## src/rtl/airi5c_post_normalizer_if.sv

```systemverilog
// airi5c_post_normalizer_if: operand/result valid-ready bundle of the FPU post-normalizer
interface airi5c_post_normalizer_if;
   logic        in_valid;
   logic        in_ready;
   logic        sign_in;
   logic [9:0]  exp_in;
   logic [27:0] man_in;
   logic [2:0]  rm;
   logic        out_valid;
   logic        out_ready;
   logic [31:0] result;
   logic [4:0]  flags;
   modport master (output in_valid, sign_in, exp_in, man_in, rm, out_ready,
                   input  in_ready, out_valid, result, flags);
   modport slave  (input  in_valid, sign_in, exp_in, man_in, rm, out_ready,
                   output in_ready, out_valid, result, flags);
endinterface

```

## src/rtl/airi5c_post_normalizer.sv

```systemverilog
// airi5c_post_normalizer: packs a raw binary32 result into IEEE-754 plus flags; AIRI5C_FPU_FTZ_EN flushes tiny results to zero
module airi5c_post_normalizer (
   input  logic clk,
   input  logic reset,
   input  logic kill,
   airi5c_post_normalizer_if.slave b
);
   typedef enum logic [2:0] {IDLE, NORM, DENORM, ROUND, DONE} state_t;
   localparam logic [2:0] RTZ = 3'd1, RDN = 3'd2, RUP = 3'd3, RMM = 3'd4;
   state_t st;
   logic s, z, t, inex, inc, ovf, to_inf;
   logic [2:0] r;
   logic signed [9:0] e, e_sat;
   logic signed [10:0] e_sum, eb, sh;
   logic [9:0] be;
   logic [27:0] m, m_n, m_d;
   logic [4:0] lzc, flg_n;
   logic [32:0] w;
   logic [31:0] res_n;
   // leading-zero count of the integer+fraction field (bit 26 down to 0)
   always_comb begin
      lzc = 5'd0;
      for (int i = 0; i < 27; i++) if (m[i]) lzc = 5'(26 - i);
   end
   // normalize: a carry shifts right keeping sticky, otherwise shift left by lzc; exponent saturates at +-511
   always_comb begin
      e_sum = m[27] ? {e[9], e} + 11'sd1 : {e[9], e} - {6'd0, lzc};
      e_sat = e_sum > 11'sd511 ? 10'sd511 : e_sum < -11'sd511 ? -10'sd511 : e_sum[9:0];
      m_n = m[27] ? {1'b0, m[27:2], m[1] | m[0]} : m << lzc;
   end
   // denormalize: non-positive biased exponent shifts right by 1-e, folding lost bits into sticky
   always_comb begin
      eb = {e[9], e} + 11'sd127;
      sh = 11'sd1 - eb;
      m_d = (m >> sh) | {27'd0, |(m & ~({28{1'b1}} << sh))};
   end
   // round and pack; a fraction carry ripples straight into the exponent field
   always_comb begin
      inex = |m[2:0];
      inc = r == RTZ ? 1'b0 : r == RDN ? inex & s : r == RUP ? inex & ~s : r == RMM ? m[2] : m[2] & (m[3] | m[1] | m[0]);
      w = {be, m[25:3]} + {32'd0, inc};
      ovf = w[32:23] >= 10'd255;
      to_inf = r == RUP ? ~s : r == RDN ? s : r != RTZ;
      res_n = ovf ? {s, to_inf ? 31'h7F800000 : 31'h7F7FFFFF} : {s, w[30:0]};
      flg_n = {2'b00, ovf, t & inex, inex | ovf};
   end
   // control FSM, one datapath step per state, handshake outputs registered
   always_ff @(posedge clk) begin
      if (reset) begin
         st <= IDLE;
         b.in_ready <= 1'b1;
         b.out_valid <= 1'b0;
         b.result <= 32'd0;
         b.flags <= 5'd0;
      end else if (kill) begin
         st <= IDLE;
         b.in_ready <= 1'b1;
         b.out_valid <= 1'b0;
      end else begin
         case (st)
            IDLE: if (b.in_valid) begin
               st <= NORM;
               b.in_ready <= 1'b0;
               s <= b.sign_in;
               e <= b.exp_in;
               m <= b.man_in;
               r <= b.rm > 3'd4 ? 3'd0 : b.rm;
            end
            NORM: begin
               st <= DENORM;
               z <= m == 28'd0;
               m <= m_n;
               e <= e_sat;
            end
            DENORM: begin
               st <= ROUND;
               t <= eb < 11'sd1;
               be <= eb < 11'sd1 ? 10'd0 : eb[9:0];
`ifndef AIRI5C_FPU_FTZ_EN
               m <= eb < 11'sd1 ? m_d : m;
`endif
            end
            ROUND: begin
               st <= DONE;
               b.out_valid <= 1'b1;
`ifdef AIRI5C_FPU_FTZ_EN
               b.result <= z | t ? {s, 31'd0} : res_n;
               b.flags <= z ? 5'd0 : t ? 5'b00011 : flg_n;
`else
               b.result <= z ? {s, 31'd0} : res_n;
               b.flags <= z ? 5'd0 : flg_n;
`endif
            end
            DONE: if (b.out_ready) begin
               st <= IDLE;
               b.out_valid <= 1'b0;
               b.in_ready <= 1'b1;
            end
            default: st <= IDLE;
         endcase
      end
   end
endmodule

```

## src/flat_wrapper.sv

```systemverilog
// flat-port wrapper written by rule: the top's interface ports become plain ports
module airi5c_post_normalizer_flat 
  (clk, reset, kill, b_in_valid, b_sign_in, b_exp_in, b_man_in, b_rm, b_out_ready, b_in_ready, b_out_valid, b_result, b_flags);
  airi5c_post_normalizer_if b_i ();
  input  logic clk;
  input  logic reset;
  input  logic kill;
  input wire logic [$bits(b_i.in_valid)-1:0] b_in_valid;
  input wire logic [$bits(b_i.sign_in)-1:0] b_sign_in;
  input wire logic [$bits(b_i.exp_in)-1:0] b_exp_in;
  input wire logic [$bits(b_i.man_in)-1:0] b_man_in;
  input wire logic [$bits(b_i.rm)-1:0] b_rm;
  input wire logic [$bits(b_i.out_ready)-1:0] b_out_ready;
  output wire logic [$bits(b_i.in_ready)-1:0] b_in_ready;
  output wire logic [$bits(b_i.out_valid)-1:0] b_out_valid;
  output wire logic [$bits(b_i.result)-1:0] b_result;
  output wire logic [$bits(b_i.flags)-1:0] b_flags;
  assign b_i.in_valid = b_in_valid;
  assign b_i.sign_in = b_sign_in;
  assign b_i.exp_in = b_exp_in;
  assign b_i.man_in = b_man_in;
  assign b_i.rm = b_rm;
  assign b_i.out_ready = b_out_ready;
  assign b_in_ready = b_i.in_ready;
  assign b_out_valid = b_i.out_valid;
  assign b_result = b_i.result;
  assign b_flags = b_i.flags;
  airi5c_post_normalizer u_core (.clk(clk), .reset(reset), .kill(kill), .b(b_i));
endmodule
```

## config.mk

```make
export PLATFORM = sky130hd
export DESIGN_NAME = airi5c_post_normalizer_flat
export DESIGN_NICKNAME = d
export VERILOG_FILES = /design/src/rtl/airi5c_post_normalizer_if.sv /design/src/rtl/airi5c_post_normalizer.sv /design/src/flat_wrapper.sv
export SDC_FILE = /design/constraint.sdc
export NUM_CORES = 1
export LEC_CHECK = 0
export ABC_AREA = 1
export CAP_MARGIN = 20
export CELL_PAD_IN_SITES_DETAIL_PLACEMENT = 0
export CELL_PAD_IN_SITES_GLOBAL_PLACEMENT = 1
export CORE_UTILIZATION = 43
export CTS_BUF_LIST = sky130_fd_sc_hd__clkbuf_4 sky130_fd_sc_hd__clkbuf_8
export DETAILED_ROUTE_END_ITERATION = 10
export PLACE_DENSITY = 0.84
export REMOVE_ABC_BUFFERS = 1
export SETUP_SLACK_MARGIN = 0.1
export SLEW_MARGIN = 20
export SYNTH_ARGS = -nofsm -noshare
export SYNTH_HDL_FRONTEND = slang
export SYNTH_SLANG_ARGS = --single-unit
```

## constraint.sdc

```tcl
create_clock -name clk -period 6.25 [get_ports clk]
set_input_delay 0.625 -clock clk [delete_from_list [all_inputs] [get_ports clk]]
set_output_delay 0.625 -clock clk [all_outputs]
set_load 0.05 [all_outputs]
```

==> impl_results.md <==
* Place WS at between 900 and 1000 ps
* GPL Wtd Cong at approximately 1.1
* Register share of total power at 0.419
* Setup Skew at between 15 and 20 ps
* TritonCTS clock tree: done
* Largest family of logic cells by synthesized area: simple AND/OR/NAND/NOR gates
* Distinct cells, synth at 63
* Arr. time, crit path at 5660 ps
* Final period utilization at 0.8781
* Final Setup Violations at 0
* Most frequent cells in the layout: nand2_1, nand3_1, inv_1
* Synth Area in XOR/XNOR at 0.03620
* Adder-cell area share of the yosys netlist at 0.02334
* I/O Pins at 86
* Clk slew on worst S/H paths at 110 ps
* Synth-to-layout area growth at 13.43%
* Die Footprint at between 20,000 and 25,000 µm²
* Clk pwr share at 0.251
* Initial Util at 0.4433
* H-tree lvl count at 3
* Peak VDD IR at slightly above 0.1 mV
* Switching Share at 0.3994
* Routed WL per cell at about 21 µm
* Final worst slack at between 700 and 800 ps
* Critical Path Max Stage Delay at between 500 and 600 ps
* Final net count at about 1,600
* Worst-Skew Late Latency at 400 ps
* DR pass1 iterations at 6
* WL final at approximately 38,000 µm
* CP Capture Type: flop
* MaxCap Viol Count at 0
* Post-route insts no fill at between 1,500 and 2,000
* CP Launch Type: flop
* CTS Buffer Depth at 2
* Root Driver: clkbuf_8
* Multi-input gate area at roughly 6000 µm²
* Avg Cell Area, Syn at 6.196 µm²
* Vias at between 10,000 and 15,000
* Placed Cells at between 1,500 and 2,000
* Sequential-to-total area share from yosys stat at 0.2567
* CP Class: reg -> reg
* Clock Sinks at 94
* Final slew viol count at 0
* Hold violation count in the final report at 0
* Required @ worst endpoint at around 6400 ps
* Register Area at around 2400 µm²
* Die X at about 150 µm
* Num CTS Buffers at 9
* Synth area leader: nand2_1
* Slew at the pin closest to its max-slew limit at between 1000 and 1500 ps
* Synthesized-area fraction occupied by and/or/nand/nor cells at 0.4183
* Post-synthesis mux area share at 0.003182
* Internal at roughly 1.0 mW
* Postcts setup bufs at 0
* Cts repair resizes at 0
* Diode count at 0
* Fmax achieved at around 180 MHz
* Initial antenna violation count at 1
* DRT iter0 DRCs at about 1,300
* Hold_ws at between 400 and 500 ps
* PortBufs at 83
* GRT Overall Usage at 0.3448
* Compound-Gate Fraction of Synth Area at 0.1677
* First-pass GRT wire length at between 50,000 and 60,000 µm
* Normalized max-slew margin at 0.3009
* Max FO, Critical Path at 24
* RSZ-0062 raised after global routing: false
* Combinational power share at 0.330
* Post-synth EDFFs at 54
* Run status: complete, no violations
* Detail Route Antenna Nets at 0
* Yosys warns at 0
* Critical path's slowest cell: edfxtp_1
* P_sw at between 0.6 and 0.7 mW
* Gr ovfl total at 0
* Largest net degree at the start of global routing at 38
* Post-synth top area share at 0.1766
* Final-layout fill cell count at 2,305
* Drt drc at 0
* Tightest Hold Check Type: reg -> reg
* Leak at around 4.5 nW
* Synth Register Bits at 94
* Via-to-Cell Ratio at approximately 5.9
* Synth area leaders: nand2_1, edfxtp_1, nand3_1
* Power Dens Cells at between 150 and 200 nW/µm²
* Vias in the first global route at 10,000
* Ys async rst share at 0
* Die H at 150.1 µm
* Syn Inst Count at 1,523
* Area of the core at 21,290 µm²
* Post-layout min period at about 5500 ps
* Share of layout cells above drive strength 1 at 0.07629
* Fin util at 0.5029
* Cts hold-fix bufs at 0
* Commonest non-fill, non-tap cell in the layout: nand2_1
* Std-Cell Rows at 53
* Setup TNS at 0 ps
* Dpl hpwl at around 29,000 µm
* Commonest register cell after synthesis: edfxtp_1
* Crit path top cell by count: nand2_1
* Mapped cell area at ~9400 µm²
[state kept, by name (all words and copies together), names as in the netlist]
name	count
u_core.t	1
u_core.r	3
u_core.e	10
u_core.b.out_valid	1
u_core.st	3
u_core.z	1
u_core.be	10
u_core.b.result	32
u_core.m	28
u_core.b.flags	3
u_core.b.in_ready	1
u_core.s	1
[synth_stat cells, types with 2 or more instances]
| cell type | instances |
|---|---|
| xor2_1 | 26 |
| nor2_1 | 117 |
| nand3_2 | 14 |
| nand3_1 | 223 |
| o31ai_1 | 2 |
| o21ai_1 | 16 |
| a2bb2oi_1 | 7 |
| nor3_1 | 12 |
| nor3_2 | 2 |
| a21oi_2 | 2 |
| a31oi_1 | 12 |
| nand4_2 | 2 |
| mux2i_1 | 3 |
| buf_1 | 9 |
| nand3b_1 | 7 |
| nor2_4 | 4 |
| o21a_1 | 2 |
| xnor2_1 | 13 |
| nor2_2 | 8 |
| o311ai_1 | 2 |
| inv_1 | 126 |
| o21bai_1 | 2 |
| inv_2 | 7 |
| a22oi_1 | 7 |
| dfxtp_1 | 40 |
| edfxtp_1 | 54 |
| clkinv_1 | 6 |
| clkbuf_1 | 56 |
| buf_2 | 14 |
| o211ai_1 | 19 |
| nand4_1 | 12 |
| nand2_2 | 6 |
| a21oi_1 | 83 |
| nand2_1 | 444 |
| nor4_2 | 2 |
| buf_4 | 2 |
| o21ai_0 | 96 |
| ha_1 | 16 |
| o211ai_2 | 7 |
| or2_2 | 8 |
| nor4_1 | 10 |
| buf_6 | 2 |
[per-stage QoR]
stage               total power, mW  area (µm²)
finish                        1.672       10700
global route                  1.746       10700
CTS                           1.659       10690
detailed placement            1.245       10500
global placement              1.244       10500
floorplan                     1.038        9074
[kinds of logic after synthesis]
logic type,Yosys count
AOI/OAI and AO/OA,269
xor gates and xnor gates,39
adders and majority gates,17
buffers and inverters,223
DFF,94
muxes,3
other,1
and+or+nand+nor,877
[path summary, 6_finish.rpt]
| path | start | endpoint | slack (ps) | cells past startpoint |
|---|---|---|---|---|
| max | u_core.m[3] | u_core.e[0] | 760 | 36 |
| min | u_core.b.result[2] | u_core.b.result[2] | 470 | 2 |
| max reg2reg | u_core.m[3] | u_core.e[0] | 760 | 36 |
| min reg2reg | u_core.b.result[2] | u_core.b.result[2] | 470 | 2 |
[critical path, delay by kind of cell (launching register included)]
| family | cells | cell delay [ps] |
|---|---|---|
| adder cells (fa/ha/maj) | 1 | 370 |
| buffers and inverters | 5 | 740 |
| XOR/XNOR | 1 | 200 |
| AND/OR/NAND/NOR | 18 | 1750 |
| AO/OA/AOI/OAI | 11 | 1620 |
| flip-flops | 1 | 580 |
[per-layer routing]
metal / wire length, µm / up-vias / GRT usage
met3: 3756 / 111 / 0.07909
met5: 54 / - / 0.01818
met1: 16220 / 5003 / 0.4640
li1: - / 5199 / -
met4: 1570 / 2 / 0.1394
met2: 16580 / 580 / 0.5282
[final cells by class]
class	count	area share
clock buffers	9	0.01157
clock inverters	7	0.005845
inverters	139	0.04874
multi-input cells	1207	0.5732
flip-flops and latches	94	0.2263
well taps	275	0.03214
repair buffers	117	0.1022
[power groups by stage]
stage	Combinational [mW]	Sequential [mW]	Clock, mW
2_1_floorplan	0.328	0.709	0
3_3_place_gp	0.531	0.713	0
3_5_place_dp	0.531	0.713	0
4_1_cts	0.534	0.699	0.426
5_1_grt	0.601	0.701	0.444
6_report	0.551	0.701	0.420
Note: power is estimated with default switching activity, not from simulation.
